===== config.mk =====
export PLATFORM = sky130hd
export DESIGN_NAME = rr_select_arbiter
export DESIGN_NICKNAME = d
export VERILOG_FILES = /design/src/rtl/rr_select_arbiter.sv
export SDC_FILE = /design/constraint.sdc
export NUM_CORES = 1
export LEC_CHECK = 0
export CAP_MARGIN = 0
export CORE_AREA = 4 4 52 54
export DETAILED_ROUTE_END_ITERATION = 10
export DIE_AREA = 0 0 56 58
export GPL_TIMING_DRIVEN = 0
export PLACE_DENSITY = 0.58
export SLEW_MARGIN = 20
export SYNTH_ARGS = -nofsm -noshare
export SYNTH_HDL_FRONTEND = slang
export SYNTH_SLANG_ARGS = --single-unit
export TNS_END_PERCENT = 30

===== constraint.sdc =====
create_clock -name clk_i -period 1.9 [get_ports clk_i]
set_input_delay 0.57 -clock clk_i [delete_from_list [all_inputs] [get_ports clk_i]]
set_output_delay 0.57 -clock clk_i [all_outputs]
set_load 0.1 [all_outputs]

===== src/rtl/rr_select_arbiter.sv =====
// Four-requester round-robin arbiter producing a registered 2-bit select code for a decoder stage.
// A grant is held until done, request drop, or MAX_HOLD timeout; one idle bubble always separates grants.
module rr_select_arbiter #(
    parameter int MAX_HOLD = 8
) (
    input  logic       clk_i,
    input  logic       rst_i,
    input  logic [3:0] req_i,
    input  logic       done_i,
    output logic       gnt_valid_o,
    output logic [1:0] gnt_idx_o,
    output logic       expired_o
);

    localparam int HW = $clog2(MAX_HOLD + 1);
    localparam logic [HW-1:0] HOLD_LIMIT = HW'(MAX_HOLD);
    localparam logic [HW-1:0] HCNT_ONE   = HW'(1);
    localparam logic [HW-1:0] HCNT_ZERO  = HW'(0);

    typedef enum logic [0:0] {
        S_IDLE  = 1'b0,
        S_GRANT = 1'b1
    } state_e;

    state_e          state_q, state_d;
    logic [1:0]      ptr_q, ptr_d;
    logic [HW-1:0]   hcnt_q, hcnt_d;
    logic            valid_q, valid_d;
    logic [1:0]      idx_q, idx_d;
    logic            exp_q, exp_d;

    logic [1:0]      winner_s;
    logic [1:0]      cand_s;
    logic            found_s;
    logic            owner_req_s;
    logic            timeout_s;
    logic            release_s;

    assign owner_req_s = req_i[idx_q];
    assign timeout_s   = (hcnt_q == HOLD_LIMIT);
    assign release_s   = done_i || !owner_req_s || timeout_s;

    // Rotating priority search: first set request at or after ptr, modulo 4.
    always_comb begin
        winner_s = ptr_q;
        found_s  = 1'b0;
        cand_s   = ptr_q;
        for (int k = 0; k < 4; k++) begin
            cand_s = ptr_q + 2'(k);
            if (!found_s && req_i[cand_s]) begin
                winner_s = cand_s;
                found_s  = 1'b1;
            end else begin
                winner_s = winner_s;
                found_s  = found_s;
            end
        end
    end

    // Next-state and next-output logic for the IDLE/GRANT machine.
    always_comb begin
        state_d = state_q;
        ptr_d   = ptr_q;
        hcnt_d  = hcnt_q;
        valid_d = valid_q;
        idx_d   = idx_q;
        exp_d   = 1'b0;
        case (state_q)
            S_IDLE: begin
                if (found_s) begin
                    state_d = S_GRANT;
                    valid_d = 1'b1;
                    idx_d   = winner_s;
                    hcnt_d  = HCNT_ONE;
                end else begin
                    valid_d = 1'b0;
                end
            end
            S_GRANT: begin
                if (release_s) begin
                    state_d = S_IDLE;
                    valid_d = 1'b0;
                    ptr_d   = idx_q + 2'd1;
                    hcnt_d  = HCNT_ZERO;
                    // Only a pure timeout flags expiry; done or a request drop take precedence.
                    exp_d   = !done_i && owner_req_s && timeout_s;
                end else begin
                    hcnt_d  = hcnt_q + HCNT_ONE;
                end
            end
            default: begin
                state_d = S_IDLE;
                valid_d = 1'b0;
                hcnt_d  = HCNT_ZERO;
            end
        endcase
    end

    // State and registered outputs with synchronous reset.
    always_ff @(posedge clk_i) begin
        if (rst_i) begin
            state_q <= S_IDLE;
            ptr_q   <= 2'd0;
            hcnt_q  <= HCNT_ZERO;
            valid_q <= 1'b0;
            idx_q   <= 2'd0;
            exp_q   <= 1'b0;
        end else begin
            state_q <= state_d;
            ptr_q   <= ptr_d;
            hcnt_q  <= hcnt_d;
            valid_q <= valid_d;
            idx_q   <= idx_d;
            exp_q   <= exp_d;
        end
    end

    assign gnt_valid_o = valid_q;
    assign gnt_idx_o   = idx_q;
    assign expired_o   = exp_q;

endmodule


# Word level (Yosys, flattened, before mapping)

Index checks and enable logic that the tools add are counted.

Input bits: 7
Bits in registers: 11
Logic and storage cells: 61

Reductions and logical operators: 15
Equality and inequality tests: 3
$lt $le $gt $ge: 5
Add/subtract/negate cells: 5
Bitwise gates (word level): 2
Muxes and demuxes: 25

Operator list:

| kind                                                   | count |
|---|---|
| < comparator 2 x 3 -> 1 bit (second input constant)    | 5 |
| 2-to-1 mux 1 bit                                       | 12 |
| binary-select mux 1 bit (select 2 bit)                 | 5 |
| 2-to-1 mux 4 bit                                       | 2 |
| one-hot mux 4 bit (2 select lines)                     | 1 |
| 2-to-1 mux 2 bit                                       | 3 |
| logical AND 1 bit                                      | 5 |
| zero test 1 bit                                        | 5 |
| adder 2 x 1 -> 2 bit (second input constant)           | 2 |
| adder 2 bit (second input constant)                    | 2 |
| adder 4 x 1 -> 4 bit (second input constant)           | 1 |
| equality test 4 bit (second input constant)            | 1 |
| one-hot mux 1 bit (2 select lines)                     | 2 |
| AND reduction 2 bit                                    | 2 |
| OR reduction 3 bit                                     | 1 |
| logical OR 1 bit                                       | 2 |
| inequality test 2 x 1 -> 1 bit (second input constant) | 1 |
| inequality test 2 bit (second input constant)          | 1 |
| inverter 1 bit                                         | 2 |

# Depth between registers and ports, before layout

Depth in word-level cells: 14
Mapped depth: 5
Depth with buffers taken out: 5

# Worst setup path after synthesis

Ideal clock, no wire load.

Path kind: reg2reg
From: register idx_q[0], in the netlist gnt_idx_o[0]
To: register hcnt_q[0]
Buffers on the path: 1
Setup time: 0.103 ns
Arrival: 1.920 ns
Path slack: -0.123 ns
Cell stages (with the launch flop): 6
Data required time: 1.797 ns
Path through: dfxtp_1 > buf_4 > mux2i_1 > o22ai_2 > a21boi_2 > a2111oi_2

Cells in the longest elaborated chain, start to end: 7

Ends and longest elaborated chain:

| what                                   | RTL line | source |
|---|---|---|
| from (decl)                            | 29       | `logic [1:0] idx_q, idx_d;` |
| from (signal assigned)                 | 113      | `idx_q <= idx_d;` |
| binary-select mux 1 bit (select 2 bit) | 39       | `assign owner_req_s = req_i[idx_q];` |
| 2-to-1 mux 1 bit (not written as such) | 39       |  |
| zero test 1 bit                        | 41       | `assign release_s = done_i \|\| !owner_req_s \|\| timeout_s;` |
| logical OR 1 bit (2 in series)         | 41       |  |
| 2-to-1 mux 4 bit                       | 80       | `if (release_s) begin` |
| one-hot mux 4 bit (2 select lines)     | 68       | `case (state_q)` |
| to (signal assigned)                   | 111      | `hcnt_q <= hcnt_d;` |
| to (decl)                              | 27       | `logic [HW-1:0] hcnt_q, hcnt_d;` |

No other way between the ends. The select of a mux whose other input is x is not followed.
A chain may end at the register's enable or synchronous reset.

# Worst setup path in the final report

From: register idx_q[1], in the netlist gnt_idx_o[1]
To: output port gnt_idx_o[1]

RTL lines:

| what      | RTL line | source |
|---|---|---|
| to (decl) | 11       | `output logic [1:0] gnt_idx_o,` |

No word-level cell between the ends.

==> flow_metrics.env <==
export IMPL_clk_pin_slew_worst_paths_ns=0.08
export IMPL_synth_edff_count=0
export IMPL_worstSetupPathType="reg -> out"
export IMPL_rsz0062_at_grt="false"
export IMPL_dpl_cell_count=109
export IMPL_critPathMaxFanout=5
export IMPL_start_util_pct=28.9
export IMPL_start_kind="flip-flop"
export IMPL_synth_area_top_cells="dfxtp_1 34%, a211oi_1 4.7%, a2111oi_4 4.3%"
export IMPL_cp_top_family="buffers and inverters"
export IMPL_p_per_area_nw_per_um2=731
export IMPL_yosysMostFrequentCell="dfxtp_1"
export IMPL_grt_usage_pct=10.4
export IMPL_antenna_found_initial=0
export IMPL_max_slew_margin_rel_pct=63.9
export IMPL_min_path_type="reg -> reg"
export IMPL_synth_top_area_share_pct=34.4
export IMPL_path_buf_inv=1
export IMPL_timing_hold_violations_final=0
export IMPL_clock_fmax_ghz=0.560
export IMPL_setup_slack_ns=0.115
export IMPL_fp_dieW_um=56
export IMPL_leakage_nw=0.314
export IMPL_cts_tree="yes"
export IMPL_worstPathRequired_ns=1.33
export IMPL_ys_async_sr_fraction_pct=0
export IMPL_dp_slack_ns=-0.330
export IMPL_diodes=0
export IMPL_post_route_min_period_ns=1.78
export IMPL_yosysSeqAreaShare_pct=34.4
export IMPL_first_iter_violations=13
export IMPL_slew_viol_final=0
export IMPL_synth_area_um2=639
export IMPL_first_pass_iters=4
export IMPL_clock_sinks=11
export IMPL_root_buffer="clkbuf_4"
export IMPL_via_per_inst=5.06
export IMPL_cts_max_level=1
export IMPL_synth_fp_nets=80
export IMPL_final_cells=114
export IMPL_cp_cell_sequence="clkdlybuf4s15_2"
export IMPL_die_area_um2=3250
export IMPL_synthCells=71
export IMPL_portBuffers=10
export IMPL_hold_buffers=0
export IMPL_setup_violations_final=0
export IMPL_max_cap_violations=0
export IMPL_cts_made_buffers=3
export IMPL_wl_per_cell_um=12.6
export IMPL_gp_congestion=0.768
export IMPL_clock_skew_ns=0.00352
export IMPL_drive_gt1_share_pct=20.9
export IMPL_grt_pass1_vias=566
export IMPL_yosysUniqueCellTypes=32
export IMPL_vdd_drop_max_uv=581
export IMPL_vias=577
export IMPL_yosysTopAreaCell="dfxtp_1"
export IMPL_grt_remaining_overflow=0
export IMPL_drc_errors=0
export IMPL_tightest_slew_ns=0.545
export IMPL_fp_dieH_um=58
export IMPL_rows=17
export IMPL_nets=96
export IMPL_insertion_delay_ns=0.27
export IMPL_dp_hpwl_um=979
export IMPL_status="completed"
export IMPL_routed_wl_um=1430
export IMPL_ios=11
export IMPL_crit_arrival_ns=1.21
export IMPL_cp_end_kind="output pin"
export IMPL_ys_flop_type="dfxtp_1"
export IMPL_clockBufferDepth=2
export IMPL_ys_ff_latch=11
export IMPL_ys_warn_count=0
export IMPL_avgSynthCellArea_um2=9.01
export IMPL_slowest_delay_ns=0.56
export IMPL_antenna_left=0
export IMPL_synth_top_cells_by_count="11 x dfxtp_1, 6 x inv_1, 6 x nor2_1"
export IMPL_grt_max_degree=11
export IMPL_grt_pass1_wl_um=2660
export IMPL_areaGrowthSynthToFinish_pct=32.3
export IMPL_finish_utilization_pct=38.2
export IMPL_slowest_stage="clkdlybuf4s15_2"
export IMPL_min_period_over_period_pct=93.9
export IMPL_core_area_um2=2210
## power breakdown
| part | switching (mW) | total, mW | internal [mW] |
|---|---|---|---|
| logic | 0.118 | 0.184 | 0.0664 |
| registers | 0.0178 | 0.266 | 0.248 |
| clock network | 0.0864 | 0.168 | 0.0814 |
## per-stage QoR
| step | hold slack [ns] | TNS (ns) | total power [mW] | cell area [um2] |
|---|---|---|---|---|
| floorplan | 0.473 | 0 | 0.398 | 642 |
| global placement | 0.508 | -1.71 | 0.446 | 777 |
| detailed placement | 0.510 | -1.68 | 0.448 | 777 |
| CTS | 0.520 | -0.00185 | 0.615 | 816 |
| global route | 0.547 | 0 | 0.660 | 846 |
| finish | 0.518 | 0 | 0.618 | 846 |
## logic make-up (layout without fill, tap and decap cells)
group	count (synthesis)	after routing	synth area share, %
DFF	11	11	34.4
xor gates and xnor gates	1	1	1.37
buffers and inverters	9	24	5.87
AOI/OAI and AO/OA	24	24	32.3
adders and majority gates	2	2	3.91
and+or+nand+nor	22	22	19.0
muxes	2	2	3.13
## metal layers
layer  part of all wire (%)  vias up  track usage (%)
met5                      0        -                0
met4                      0        0             1.69
met3                    7.2        0             5.79
met2                     47       15             16.9
met1                     46      269             12.3
li1                       -      293                -
## cell usage in the layout (no fill, tap or decap), types with 2 or more instances in the layout
cell type | netlist | routed
nand3b_1 | 3 | 3
dlymetal6s2s_1 | 0 | 3
clkdlybuf4s50_1 | 0 | 2
nand2_1 | 4 | 4
dfxtp_2 | 0 | 2
o21ai_0 | 3 | 3
clkdlybuf4s15_2 | 0 | 4
buf_4 | 1 | 2
inv_1 | 6 | 6
mux2i_1 | 2 | 2
clkbuf_4 | 0 | 3
a211oi_1 | 4 | 4
a21oi_1 | 4 | 4
o221ai_1 | 2 | 2
clkbuf_1 | 2 | 3
ha_1 | 2 | 2
nor3_1 | 2 | 2
a41oi_1 | 2 | 2
dfxtp_1 | 11 | 9
nor2_1 | 6 | 6
## flip-flops by register name, summed over array words and instances (netlist names)
signal and cells:
gnt_idx_o 2, state_q 1, gnt_valid_o 1, hcnt_q 4
ptr_q 2, expired_o 1
## worst paths after layout
kind	cells after the start	slack (ns)	start	end
max	1	0.12	gnt_idx_o[1]	gnt_idx_o[1]
min	2	0.52	ptr_q[0]	ptr_q[0]
min reg2reg	2	0.52	ptr_q[0]	ptr_q[0]
max reg2reg	5	0.39	hcnt_q[0]	hcnt_q[0]
## timing repair
action	4_1_cts	5_1_grt
gates resized for setup	14	5
setup endpoints to repair	5	4
cloned	0	0
pin swaps	0	2
buffers inserted	0	1
## layout make-up
type / instances / area [um2]
Multi-Input combinational cell: 51 / 405
Timing Repair Buffer: 11 / 119
Tap cell: 28 / 35.0
Inverter: 6 / 22.5
Fill cell: 239 / 1370
Sequential cell: 11 / 223
Clock buffer: 4 / 26.3
Buffer: 3 / 15.0
(Power assumes the default switching activity.)
